$ cat config.mk
export PLATFORM = sky130hd
export DESIGN_NAME = reg_bank_ctrl
export DESIGN_NICKNAME = d
export VERILOG_FILES = /design/src/rtl/reg_bank_ctrl.sv
export SDC_FILE = /design/constraint.sdc
export NUM_CORES = 1
export LEC_CHECK = 0
export ABC_AREA = 1
export CAP_MARGIN = 30
export CORE_ASPECT_RATIO = 0.5
export CORE_MARGIN = 4
export CORE_UTILIZATION = 51
export DETAILED_ROUTE_END_ITERATION = 8
export GPL_TIMING_DRIVEN = 0
export HOLD_SLACK_MARGIN = 0.15
export PLACE_DENSITY = 0.94
export RECOVER_POWER = 100
export SYNTH_ARGS = -nofsm -noshare
export SYNTH_HDL_FRONTEND = slang
export SYNTH_SLANG_ARGS = --single-unit
$ cat constraint.sdc
create_clock -name clk -period 5.6 [get_ports clk]
set_input_delay 0.84 -clock clk [delete_from_list [all_inputs] [get_ports clk]]
set_output_delay 0.84 -clock clk [all_outputs]
set_load 0.02 [all_outputs]
$ cat src/rtl/reg_bank_ctrl.sv
// rtl/reg_bank_ctrl.sv - sixteen-entry register bank with mux-driven move/load sequencer
module reg_bank_ctrl #(
    parameter int DATA_W = 16
) (
    input  logic              clk,
    input  logic              rst,
    input  logic [DATA_W-1:0] bus_in,
    input  logic              start,
    input  logic              ext,
    input  logic [3:0]        src,
    input  logic [3:0]        dst,
    output logic [4:0]        mux_sel,
    output logic              busy,
    output logic              done,
    output logic [DATA_W-1:0] r0,
    output logic [DATA_W-1:0] r1,
    output logic [DATA_W-1:0] r2,
    output logic [DATA_W-1:0] r3,
    output logic [DATA_W-1:0] r4,
    output logic [DATA_W-1:0] r5,
    output logic [DATA_W-1:0] r6,
    output logic [DATA_W-1:0] r7,
    output logic [DATA_W-1:0] r8,
    output logic [DATA_W-1:0] r9,
    output logic [DATA_W-1:0] r10,
    output logic [DATA_W-1:0] r11,
    output logic [DATA_W-1:0] r12,
    output logic [DATA_W-1:0] r13,
    output logic [DATA_W-1:0] r14,
    output logic [DATA_W-1:0] r15
);

    typedef enum logic [1:0] {
        S_IDLE  = 2'd0,
        S_DRIVE = 2'd1,
        S_LATCH = 2'd2,
        S_DONE  = 2'd3
    } state_t;

    state_t            state_q, state_d;
    logic [3:0]        src_q, src_d;
    logic [3:0]        dst_q, dst_d;
    logic              ext_q, ext_d;
    logic [4:0]        mux_sel_d;
    logic              busy_d;
    logic              done_d;
    logic              wr_en;
    logic [DATA_W-1:0] regs [16];

    always_comb begin
        state_d   = state_q;
        src_d     = src_q;
        dst_d     = dst_q;
        ext_d     = ext_q;
        mux_sel_d = 5'd0;
        wr_en     = 1'b0;
        case (state_q)
            S_IDLE: begin
                if (start) begin
                    dst_d = dst;
                    ext_d = ext;
                    if (ext) begin
                        state_d = S_LATCH;
                    end else begin
                        src_d   = src;
                        state_d = S_DRIVE;
                    end
                end
            end
            S_DRIVE: state_d = S_LATCH;
            S_LATCH: begin
                wr_en   = 1'b1;
                state_d = S_DONE;
            end
            S_DONE:  state_d = S_IDLE;
            default: state_d = S_IDLE;
        endcase
        // Outputs are registered, so they are derived from the state being entered.
        if (state_d == S_DRIVE || (state_d == S_LATCH && !ext_d)) begin
            mux_sel_d = {1'b0, src_d} + 5'd1;
        end
        busy_d = (state_d != S_IDLE);
        done_d = (state_d == S_DONE);
    end

    always_ff @(posedge clk) begin
        if (rst) begin
            state_q <= S_IDLE;
            src_q   <= 4'd0;
            dst_q   <= 4'd0;
            ext_q   <= 1'b0;
            mux_sel <= 5'd0;
            busy    <= 1'b0;
            done    <= 1'b0;
            for (int i = 0; i < 16; i++) begin
                regs[i] <= '0;
            end
        end else begin
            state_q <= state_d;
            src_q   <= src_d;
            dst_q   <= dst_d;
            ext_q   <= ext_d;
            mux_sel <= mux_sel_d;
            busy    <= busy_d;
            done    <= done_d;
            if (wr_en) begin
                regs[dst_q] <= bus_in;
            end
        end
    end

    assign r0  = regs[0];
    assign r1  = regs[1];
    assign r2  = regs[2];
    assign r3  = regs[3];
    assign r4  = regs[4];
    assign r5  = regs[5];
    assign r6  = regs[6];
    assign r7  = regs[7];
    assign r8  = regs[8];
    assign r9  = regs[9];
    assign r10 = regs[10];
    assign r11 = regs[11];
    assign r12 = regs[12];
    assign r13 = regs[13];
    assign r14 = regs[14];
    assign r15 = regs[15];

endmodule

==> qor.yml <==
route:
  wl_per_cell_um: 24.3
  routed-wl-met3_um: 2640
  drtPass1Iterations: 7
  via_count: 7227
  drcViolationCount: 0
  routed.top_layer: "met4"
  drt_iter0_drc: 860
  wl_met2_um: 16100
  ant_nets: 0
  drt-met1-wl_um: 11000
  vias_per_cell: 5.62
  wirelength_um: 31300
floorplanning:
  io_pins: 291
  die_w_um: 205
  core_mm2: 0.0187
  die_area_mm2: 0.0218
  fp.dieH_um: 106
  start_util_pct: 52.9
  row_count: 35
yosys:
  synth_area_mm2: 0.00990
  seq_area_frac_synth_pct: 81.3
  ys_ff_latch: 274
  syn-instance-count: 695
  synthesis.nets: 726
  yosys_warnings: 0
  syn_area_per_cell_um2: 14.2
  yosys.cell_types.count: 22
timing:
  tightestPinTransition_ns: 0.899
  maxSlewViolCount: 0
  finalSetupViolations: 0
  rsz0062_at_grt: "false"
  hold_slack_ns: 0.534
  fin_crit_ns: 3.55
  period_share_pct: 63.4
  tns_ns: 0
  fmax_mhz: 282
  hold_viol: 0
  slew_headroom_pct: 40.1
  fin_worst_skew_ns: 0.0134
  setup_ws_ns: 2.05
clock_network:
  clk_pin_slew_ns: 0.07
  clock_latency_ns: 0.52
  cts_max_path_buffers: 3
  cts_buffers: 24
  cts_root_buffer: "clkbuf_16"
  cts.hold.buffers_added: 0
  postCtsSetupBuffers: 0
  cts_tree: "built"
  h-tree-depth: 1
  ctsResizeCount: 0
  cts.sinks: 274
setup_path:
  critPathLaunchType: "input port"
  cp.required_ns: 5.75
  crit_chain: "dlygate4sd3_1, inv_1, nand2_1, nor3_1, nand2_1, clkbuf_1, nand2_1"
  cp-end-kind: "flip-flop"
  crit_type: "in -> reg"
  cp.arrival_ns: 3.70
  critPathBufInv: 3
  crit_path_max_fanout: 16
  cp_common_cell: "nand2_1"
  regToRegSetupSlack_ns: 2.60
  crit_family: "simple AND/OR/NAND/NOR gates"
  slowest_delay_ns: 0.64
  crit_slowest_cell: "dlygate4sd3_1"
final_layout:
  nNetsFinal: 1041
  num_antenna_cells: 0
  final.fill_count: 1113
  seq_area_mm2: 0.00805
  layout-drive-gt1-share_pct: 3.60
  final_cell_mix: "267 x nor2_1, 265 x dlygate4sd3_1, 256 x edfxtp_1"
  final_area_mm2: 0.0137
  syn_to_final_growth_pct: 38.2
  final_common_cell: "nor2_1"
  multi_input_area_mm2: 0.00140
place:
  post-place-ws_ns: 2.18
  gp_congestion: 0.878
  placed_cell_area_mm2: 0.0131
  dp_hpwl_um: 21300
  portBuffers: 289
run_status:
  outcome: "finished clean"
grt:
  grt_usage_pct: 28.1
  overflow: 0
  grt_max_degree: 17
  grt_pass1_wl_um: 45800
  antenna_found_initial: 0
  grt_pass1_vias: 7274
pwr:
  leakagePower_uw: 0.00562
  max-vdd-ir-drop_v: 0.000213
  p_per_area_mw_per_mm2: 328
  power.total_uw: 4480
worst_hold_path:
  hold_path_class: "reg -> reg"
flow_run:
  drv_cap: 0
[area by class of cell]
type,instances,share of cell area [%]
Buffer,36,1.01
Clock inverter,15,0.760
Multi-Input combinational cell,352,10.2
Tap cell,259,2.37
Inverter,33,0.906
Clock buffer,29,4.69
Timing Repair Buffer,289,21.2
Sequential cell,274,58.9
[cell families after synthesis]
kind of cell / count (synthesis) / synth area share [%]
buffers and inverters: 69 / 3.60
adder cells (fa/ha/maj): 3 / 0.379
AND/OR/NAND/NOR: 335 / 13.9
flip-flops: 274 / 81.3
AO/OA/AOI/OAI: 13 / 0.708
XOR/XNOR: 1 / 0.0885
[tightest hold or removal path, stage by stage, from the launching register on]
cell and delay (ns):
dfxtp_1 0.31, nand2_1 0.09, a21oi_1 0.08
[registers in the layout, indices dropped and copies added (netlist names)]
| name | cells |
|---|---|
| regs | 256 |
| mux_sel | 5 |
| dst_q | 4 |
| src_q | 4 |
| state_q | 2 |
| busy | 1 |
| done | 1 |
| ext_q | 1 |
[Yosys cell counts]
master	n	share of area, %
inv_2	1	0.038
nand2_1	33	1.3
o21ai_0	4	0.20
ha_1	3	0.38
nand2_2	16	1.0
edfxtp_1	256	78
nor3_4	3	0.49
buf_2	6	0.30
o21ai_2	1	0.089
nand2_4	1	0.11
or2_2	1	0.063
nand4_1	6	0.38
nor3_2	1	0.10
a31oi_1	1	0.063
a21oi_1	7	0.35
nor2_1	267	10
inv_1	32	1.2
xnor2_1	1	0.089
nand3_1	7	0.35
buf_6	12	1.4
dfxtp_1	18	3.6
clkbuf_1	18	0.68
[power breakdown]
group	switching (uW)	total (uW)	internal, uW
combinational	346	505	160
clock	737	1600	866
sequential	37.8	2370	2340
total	1120	4480	3360
[final timing paths]
check,start,endpoint,depth (start not counted)
worst max register to register,state_q[0],regs[10][7],7
worst min register to register,src_q[1],src_q[1],2
worst max-delay path,rst,regs[10][7],7
worst min-delay path,src_q[1],src_q[1],2
[routing by layer]
layer	global-route usage [%]	vias up
met5	0	-
met4	11.9	0
met3	4.57	111
met2	50.4	595
met1	34.2	3543
li1	-	2978
[metrics by stage]
stage               utilization, %  instances
global route                  73.1       1287
CTS                           74.1       1287
global placement              70.1       1243
detailed placement            70.1       1243
floorplan                        -        695
finish                        73.1       1287
Power figures use the tool's default switching activity.
